[src/rtl/lsu_pkg.sv]
// Shared constants, state encoding and small decode helpers for the load/store unit.
package lsu_pkg;

  localparam int unsigned XLEN  = 32;
  localparam int unsigned BYTES = XLEN / 8;

  localparam logic [2:0] F3_B  = 3'b000;
  localparam logic [2:0] F3_H  = 3'b001;
  localparam logic [2:0] F3_W  = 3'b010;
  localparam logic [2:0] F3_BU = 3'b100;
  localparam logic [2:0] F3_HU = 3'b101;

  typedef enum logic [1:0] {
    IDLE = 2'b00,
    RD   = 2'b01,
    WR   = 2'b10,
    RSP  = 2'b11
  } lsu_state_e;

  // Unsigned load widths have no store counterpart.
  function automatic logic f3_legal(input logic we, input logic [2:0] f3);
    logic ok;
    case (f3)
      F3_B, F3_H, F3_W: ok = 1'b1;
      F3_BU, F3_HU:     ok = ~we;
      default:          ok = 1'b0;
    endcase
    return ok;
  endfunction

  function automatic logic is_misaligned(input logic [2:0] f3, input logic [1:0] off);
    logic mis;
    case (f3[1:0])
      2'b01:   mis = off[0];
      2'b10:   mis = |off;
      default: mis = 1'b0;
    endcase
    return mis;
  endfunction

  function automatic logic [1:0] force_align(input logic [2:0] f3, input logic [1:0] off);
    logic [1:0] aligned;
    case (f3[1:0])
      2'b01:   aligned = {off[1], 1'b0};
      2'b10:   aligned = 2'b00;
      default: aligned = off;
    endcase
    return aligned;
  endfunction

endpackage

[src/rtl/lsu_align.sv]
// Byte-lane extraction/extension for loads and lane merging for sub-word stores.
module lsu_align
  import lsu_pkg::*;
(
  input  logic [2:0]      funct3,
  input  logic [1:0]      offset,
  input  logic [XLEN-1:0] mem_word,
  input  logic [XLEN-1:0] store_data,
  output logic [XLEN-1:0] load_data,
  output logic [XLEN-1:0] merged_word
);

  logic [XLEN-1:0]  shifted_s;
  logic [XLEN-1:0]  lane_data_s;
  logic [BYTES-1:0] byte_en_s;

  // Load path: move the addressed lane to bit 0, then extend.
  always_comb begin
    shifted_s = mem_word >> {offset, 3'b000};
    case (funct3)
      F3_B:    load_data = {{24{shifted_s[7]}}, shifted_s[7:0]};
      F3_BU:   load_data = {24'h00_0000, shifted_s[7:0]};
      F3_H:    load_data = {{16{shifted_s[15]}}, shifted_s[15:0]};
      F3_HU:   load_data = {16'h0000, shifted_s[15:0]};
      default: load_data = mem_word;
    endcase
  end

  // Store path: replicate the store data across lanes and keep only enabled bytes.
  always_comb begin
    case (funct3[1:0])
      2'b00: begin
        byte_en_s   = 4'b0001 << offset;
        lane_data_s = {4{store_data[7:0]}};
      end
      2'b01: begin
        byte_en_s   = 4'b0011 << {offset[1], 1'b0};
        lane_data_s = {2{store_data[15:0]}};
      end
      default: begin
        byte_en_s   = 4'b1111;
        lane_data_s = store_data;
      end
    endcase
    for (int i = 0; i < BYTES; i++) begin
      merged_word[8*i +: 8] = byte_en_s[i] ? lane_data_s[8*i +: 8] : mem_word[8*i +: 8];
    end
  end

endmodule

[src/rtl/load_store_unit.sv]
// RV32I load/store unit driving a word-addressed data memory; sub-word stores use read-modify-write.
// Define MISALIGN_TRAP_EN to reject misaligned half/word accesses instead of force-aligning them.
module load_store_unit
  import lsu_pkg::*;
#(
  parameter int unsigned ADDRSIZE = 32,
  parameter int unsigned WORDSIZE = 32
) (
  input  logic                        clk,
  input  logic                        reset_n,
  input  logic                        req_valid,
  output logic                        req_ready,
  input  logic                        req_we,
  input  logic [2:0]                  req_funct3,
  input  logic [31:0]                 req_addr,
  input  logic [31:0]                 req_wdata,
  output logic                        rsp_valid,
  input  logic                        rsp_ready,
  output logic [31:0]                 rsp_rdata,
  output logic                        rsp_err,
  output logic                        memRead,
  output logic                        memWrite,
  output logic [$clog2(ADDRSIZE)-1:0] address,
  output logic [WORDSIZE-1:0]         writeData,
  input  logic [WORDSIZE-1:0]         readData
);

  localparam int unsigned AW = $clog2(ADDRSIZE);

  lsu_state_e      state_q, state_d;
  logic            we_q, we_d;
  logic [2:0]      funct3_q, funct3_d;
  logic [1:0]      offset_q, offset_d;
  logic [31:0]     wdata_q, wdata_d;
  logic [AW-1:0]   address_q, address_d;
  logic            fill_q, fill_d;
  logic            rsp_valid_q, rsp_valid_d;
  logic [31:0]     rsp_rdata_q, rsp_rdata_d;
  logic            rsp_err_q, rsp_err_d;

  logic [1:0]      req_off_s;
  logic            req_trap_s;
  logic [XLEN-1:0] load_data_s;
  logic [XLEN-1:0] merged_s;
  logic            unused_addr_s;

  assign unused_addr_s = ^req_addr[31:AW+2];

  // Misaligned low address bits either trap or are dropped.
  always_comb begin
`ifdef MISALIGN_TRAP_EN
    req_off_s  = req_addr[1:0];
    req_trap_s = is_misaligned(req_funct3, req_addr[1:0]);
`else
    req_off_s  = force_align(req_funct3, req_addr[1:0]);
    req_trap_s = 1'b0;
`endif
  end

  lsu_align u_align (
    .funct3      (funct3_q),
    .offset      (offset_q),
    .mem_word    (readData),
    .store_data  (wdata_q),
    .load_data   (load_data_s),
    .merged_word (merged_s)
  );

  // Next-state and response logic.
  always_comb begin
    state_d     = state_q;
    we_d        = we_q;
    funct3_d    = funct3_q;
    offset_d    = offset_q;
    wdata_d     = wdata_q;
    address_d   = address_q;
    fill_d      = fill_q;
    rsp_valid_d = rsp_valid_q;
    rsp_rdata_d = rsp_rdata_q;
    rsp_err_d   = rsp_err_q;
    case (state_q)
      IDLE: begin
        if (req_valid) begin
          we_d      = req_we;
          funct3_d  = req_funct3;
          offset_d  = req_off_s;
          wdata_d   = req_wdata;
          address_d = req_addr[AW+1:2];
          if (!f3_legal(req_we, req_funct3) || req_trap_s) begin
            state_d     = RSP;
            rsp_valid_d = 1'b1;
            rsp_rdata_d = 32'h0000_0000;
            rsp_err_d   = 1'b1;
          end else if (req_we && (req_funct3 == F3_W)) begin
            state_d = WR;
          end else begin
            state_d = RD;
          end
        end else begin
          state_d = IDLE;
        end
      end
      RD: begin
        // Stores reach here only for read-modify-write; loads finish one cycle into RSP.
        if (we_q) begin
          state_d = WR;
        end else begin
          state_d = RSP;
          fill_d  = 1'b1;
        end
      end
      WR: begin
        state_d     = RSP;
        rsp_valid_d = 1'b1;
        rsp_rdata_d = 32'h0000_0000;
        rsp_err_d   = 1'b0;
      end
      RSP: begin
        if (fill_q) begin
          fill_d      = 1'b0;
          rsp_valid_d = 1'b1;
          rsp_rdata_d = load_data_s;
          rsp_err_d   = 1'b0;
        end else if (rsp_valid_q && rsp_ready) begin
          state_d     = IDLE;
          rsp_valid_d = 1'b0;
        end else begin
          state_d = RSP;
        end
      end
      default: begin
        state_d     = IDLE;
        fill_d      = 1'b0;
        rsp_valid_d = 1'b0;
      end
    endcase
  end

  // Transaction and response registers; reset drops any access in flight.
  always_ff @(posedge clk or negedge reset_n) begin
    if (!reset_n) begin
      state_q     <= IDLE;
      we_q        <= 1'b0;
      funct3_q    <= 3'b000;
      offset_q    <= 2'b00;
      wdata_q     <= 32'h0000_0000;
      address_q   <= '0;
      fill_q      <= 1'b0;
      rsp_valid_q <= 1'b0;
      rsp_rdata_q <= 32'h0000_0000;
      rsp_err_q   <= 1'b0;
    end else begin
      state_q     <= state_d;
      we_q        <= we_d;
      funct3_q    <= funct3_d;
      offset_q    <= offset_d;
      wdata_q     <= wdata_d;
      address_q   <= address_d;
      fill_q      <= fill_d;
      rsp_valid_q <= rsp_valid_d;
      rsp_rdata_q <= rsp_rdata_d;
      rsp_err_q   <= rsp_err_d;
    end
  end

  // Strobes decode straight from the state register so reset removes them immediately.
  always_comb begin
    memRead  = (state_q == RD);
    memWrite = (state_q == WR);
    if (state_q == WR) begin
      writeData = merged_s;
    end else begin
      writeData = '0;
    end
  end

  assign req_ready = (state_q == IDLE);
  assign address   = address_q;
  assign rsp_valid = rsp_valid_q;
  assign rsp_rdata = rsp_rdata_q;
  assign rsp_err   = rsp_err_q;

endmodule

[config.mk]
export PLATFORM = sky130hd
export DESIGN_NAME = load_store_unit
export DESIGN_NICKNAME = d
export VERILOG_FILES = /design/src/rtl/lsu_pkg.sv /design/src/rtl/lsu_align.sv /design/src/rtl/load_store_unit.sv
export SDC_FILE = /design/constraint.sdc
export NUM_CORES = 1
export LEC_CHECK = 0
export BUFFER_PORTS_ARGS = -buffer_cell sky130_fd_sc_hd__buf_4
export CAP_MARGIN = 5
export CORE_ASPECT_RATIO = 1.4
export CORE_MARGIN = 8
export CORE_UTILIZATION = 45
export CTS_CLUSTER_DIAMETER = 200
export DETAILED_ROUTE_END_ITERATION = 12
export PLACE_DENSITY_LB_ADDON = 0.3
export SYNTH_ARGS = -nofsm -noshare
export SYNTH_HDL_FRONTEND = slang
export SYNTH_SLANG_ARGS = --single-unit
[constraint.sdc]
create_clock -name clk -period 2.5 [get_ports clk]
set_input_delay 0.625 -clock clk [delete_from_list [all_inputs] [get_ports clk]]
set_output_delay 0.625 -clock clk [all_outputs]
set_load 0.01 [all_outputs]
==> results.py <==
metrics = {
    "floorplan": {
        "num_io_pins": 178,
        "initial_utilization_pct": 46.3,
        "die_w_um": 99.6,
        "die_y_um": 133,
        "rows": 42,
        "dieArea_um2": 13200,
        "core-area_um2": 9510,
    },
    "placed_design": {
        "dp.cells": 761,
        "dp_worst_setup_slack_ns": 0.133,
        "io_buffers": 152,
        "dp_hpwl_mm": 12.1,
        "gp_congestion": 0.908,
    },
    "worst_setup_path": {
        "cp_common_cell": "buf_4",
        "cp.required_ns": 1.88,
        "setup.worst_path.start_class": "flip-flop",
        "rr_startpoint": "offset_q[1]",
        "cp.depth": 6,
        "cp_slowest_cell": "dfrtp_2",
        "reg2reg_depth": 5,
        "r2r_slack_ns": 0.39,
        "worst_path_dominant_cell_family": "buffers and inverters",
        "worst-path-max-fanout": 17,
        "critPathMaxStageDelay_ns": 0.48,
        "worstPathCellList": "buf_8 > nor2_1 > buf_4 > nand2_1 > a311oi_2 > buf_4",
        "timing.critical_path.from": "funct3_q[0]",
        "crit_buf_inv": 3,
        "crit_arrival_ns": 1.87,
        "path_class": "reg -> out",
        "end_kind": "primary output",
        "reg2reg_to": "rsp_rdata[30]",
    },
    "synthesis": {
        "yosys-top-cells-area": "dfrtp_1 (45%), nand2_1 (12%), mux2i_1 (9.1%)",
        "synth_fp_nets": 598,
        "seq_area_frac_synth_pct": 45.5,
        "yosys_most_used_dff": "dfrtp_1",
        "syn_area_per_cell_um2": 8.96,
        "synth-edff-count": 0,
        "ys_warn_count": 0,
        "synth_top_area_cell": "dfrtp_1",
        "synth_top_area_share_pct": 45.5,
        "ys_ff_latch": 80,
        "async_flop_share_pct": 100,
        "syn_inst": 491,
        "syn_area_um2": 4400,
        "synth.distinct_cells": 37,
    },
    "cts": {
        "h-tree-depth": 3,
        "cts_hold_buf": 0,
        "clk_pin_slew_ns": 0.07,
        "cts_made_buffers": 9,
        "root_buffer": "clkbuf_16",
        "clock_path_buffers": 2,
        "cts_tree": "yes",
        "insertion_delay_ns": 0.35,
        "clock_sinks": 80,
    },
    "pwr": {
        "ir_drop_uv": 431,
        "power.switching_uw": 705,
        "p_comb_share_pct": 7.9,
        "p_clk_share_pct": 45.7,
        "internal_power_mw": 2.11,
        "powerDensity_nw_per_um2": 452,
        "seq_power_share_pct": 46.3,
        "swShare_pct": 25.0,
        "power.leakage_nw": 3.16,
    },
    "sta": {
        "fin_crit_ns": 2.49,
        "fmax_ghz": 0.401,
        "timing.hold.ws_ns": 0.224,
        "final_hold_viol_count": 0,
        "fin_worst_skew_ns": 0.00694,
        "setup_ws_ns": 0.00710,
        "setup_viol": 0,
        "tightest_slew_ns": 1.09,
        "rsz0062_at_grt": "yes",
        "setup_tns_ns": 0,
        "fin_crit_sh_pct": 99.7,
        "finalMaxSlewViolations": 0,
        "max-slew-margin-rel_pct": 27.4,
    },
    "route": {
        "vias_per_cell": 5.77,
        "drc": 0,
        "num_vias": 4535,
        "ant_nets": 0,
        "drt_pass1_iterations": 5,
        "routed_wl_mm": 16.2,
        "wl_per_cell_um": 20.6,
        "first_iter_violations": 299,
    },
    "finish": {
        "utilization_pct": 65.5,
        "fill_cells": 797,
        "mostFrequentLayoutCells": "buf_4 (173), nand2_1 (138), dfrtp_1 (76), mux2i_1 (40), nor2_1 (32)",
        "n_antenna_cell": 0,
        "layout_commonest_cell": "buf_4",
        "fin_cells": 786,
        "nets": 756,
        "final_layout_size_suffix_gt1_share_pct": 34.9,
        "area_delta_synth_final_pct": 41.5,
    },
    "global_routing": {
        "grt-ovfl-total": 0,
        "first_global_vias": 4684,
        "grt_pass1_wl_mm": 25.1,
        "grt_usage_pct": 24.2,
        "grt_max_degree": 48,
        "antenna_found_initial": 0,
    },
    "min_path": {
        "hp-class": "in -> async",
    },
    "job": {
        "cap_violations": 0,
    },
    "outcome": {
        "outcome": "finished clean",
    },
}
[power groups by stage]
stage	Combinational (mW)	Sequential, mW	Clock (mW)
4_1_cts	0.223	1.31	1.31
6_report	0.223	1.31	1.29
3_5_place_dp	0.222	1.33	0
5_1_grt	0.239	1.31	1.37
2_1_floorplan	0.0370	1.33	0
3_3_place_gp	0.220	1.33	0
[area by class of cell]
| type | instances | area (um2) | area share [%] |
|---|---|---|---|
| Clock buffer | 9 | 225 | 3.62 |
| Clock inverter | 7 | 63.8 | 1.02 |
| Inverter | 15 | 58.8 | 0.944 |
| Multi-Input combinational cell | 366 | 2330 | 37.5 |
| Sequential cell | 80 | 2010 | 32.2 |
| Tap cell | 132 | 165 | 2.65 |
| Timing Repair Buffer | 177 | 1370 | 22.1 |
[state kept, by name, summed over array words and instances (netlist names)]
register / count
rsp_rdata: 32
wdata_q: 32
address: 5
funct3_q: 3
offset_q: 2
state_q: 2
fill_q: 1
rsp_err: 1
rsp_valid: 1
we_q: 1
[synth_stat cells, types with 8 or more instances]
library cell and instances:
dfrtp_1 80, o21ai_0 22, o21ai_1 9, inv_1 13, nand2_1 138, a311oi_1 8
nor2_1 33, a221o_1 18, o221ai_1 13, mux2i_1 40, clkbuf_1 15, nand2b_1 13
a21oi_1 18, buf_2 13, a211oi_1 8
[metal layers]
metal  track usage (%)  vias to the layer above  part of all wire (%)
met5                 0                        -                     0
met4              12.6                        0                   4.7
met3              7.19                       55                   9.1
met2              38.9                      244                    48
met1              28.2                     2173                    39
li1                  -                     2063                     -
[worst max path at each step]
stage	endpoint	slack [ns]
3_5_place_dp	writeData[29]	0.13
5_1_grt	writeData[8]	-0.05
4_1_cts	writeData[22]	-0.009
6_report	writeData[9]	0.007
2_1_floorplan	writeData[22]	0.29
3_3_place_gp	writeData[16]	0.19
[worst reg2reg max path, stage by stage, from the launching register on]
cell and delay, ns:
dfrtp_2 0.44, buf_4 0.24, nor2b_1 0.52, a221o_1 0.26, o211a_2 0.40, a221o_1 0.18
[metrics by stage]
stage | power (mW) | instance area (um2)
after CTS | 2.84 | 6120
after floorplan | 1.37 | 4400
after global placement | 1.55 | 5740
after detailed placement | 1.55 | 5740
after global routing | 2.91 | 6230
final | 2.82 | 6230
[repair_timing]
action                                  4_1_cts  5_1_grt
endpoints found under the setup margin       24       22
pin swaps                                     1        7
gates cloned                                  1        1
setup buffers                                 2        5
gates resized for setup                      15       15
[cell families (layout without fill, tap and decap cells)]
family,count (synthesis),count (layout),share of synthesized area [%]
AO/OA/AOI/OAI,121,123,20.6
adder cells (fa/ha/maj),3,3,0.853
buffers and inverters,47,208,4.55
flip-flops,80,80,45.5
multiplexers,43,43,10.4
AND/OR/NAND/NOR,197,197,18.2
No activity file was read; power rests on OpenSTA's default activity.
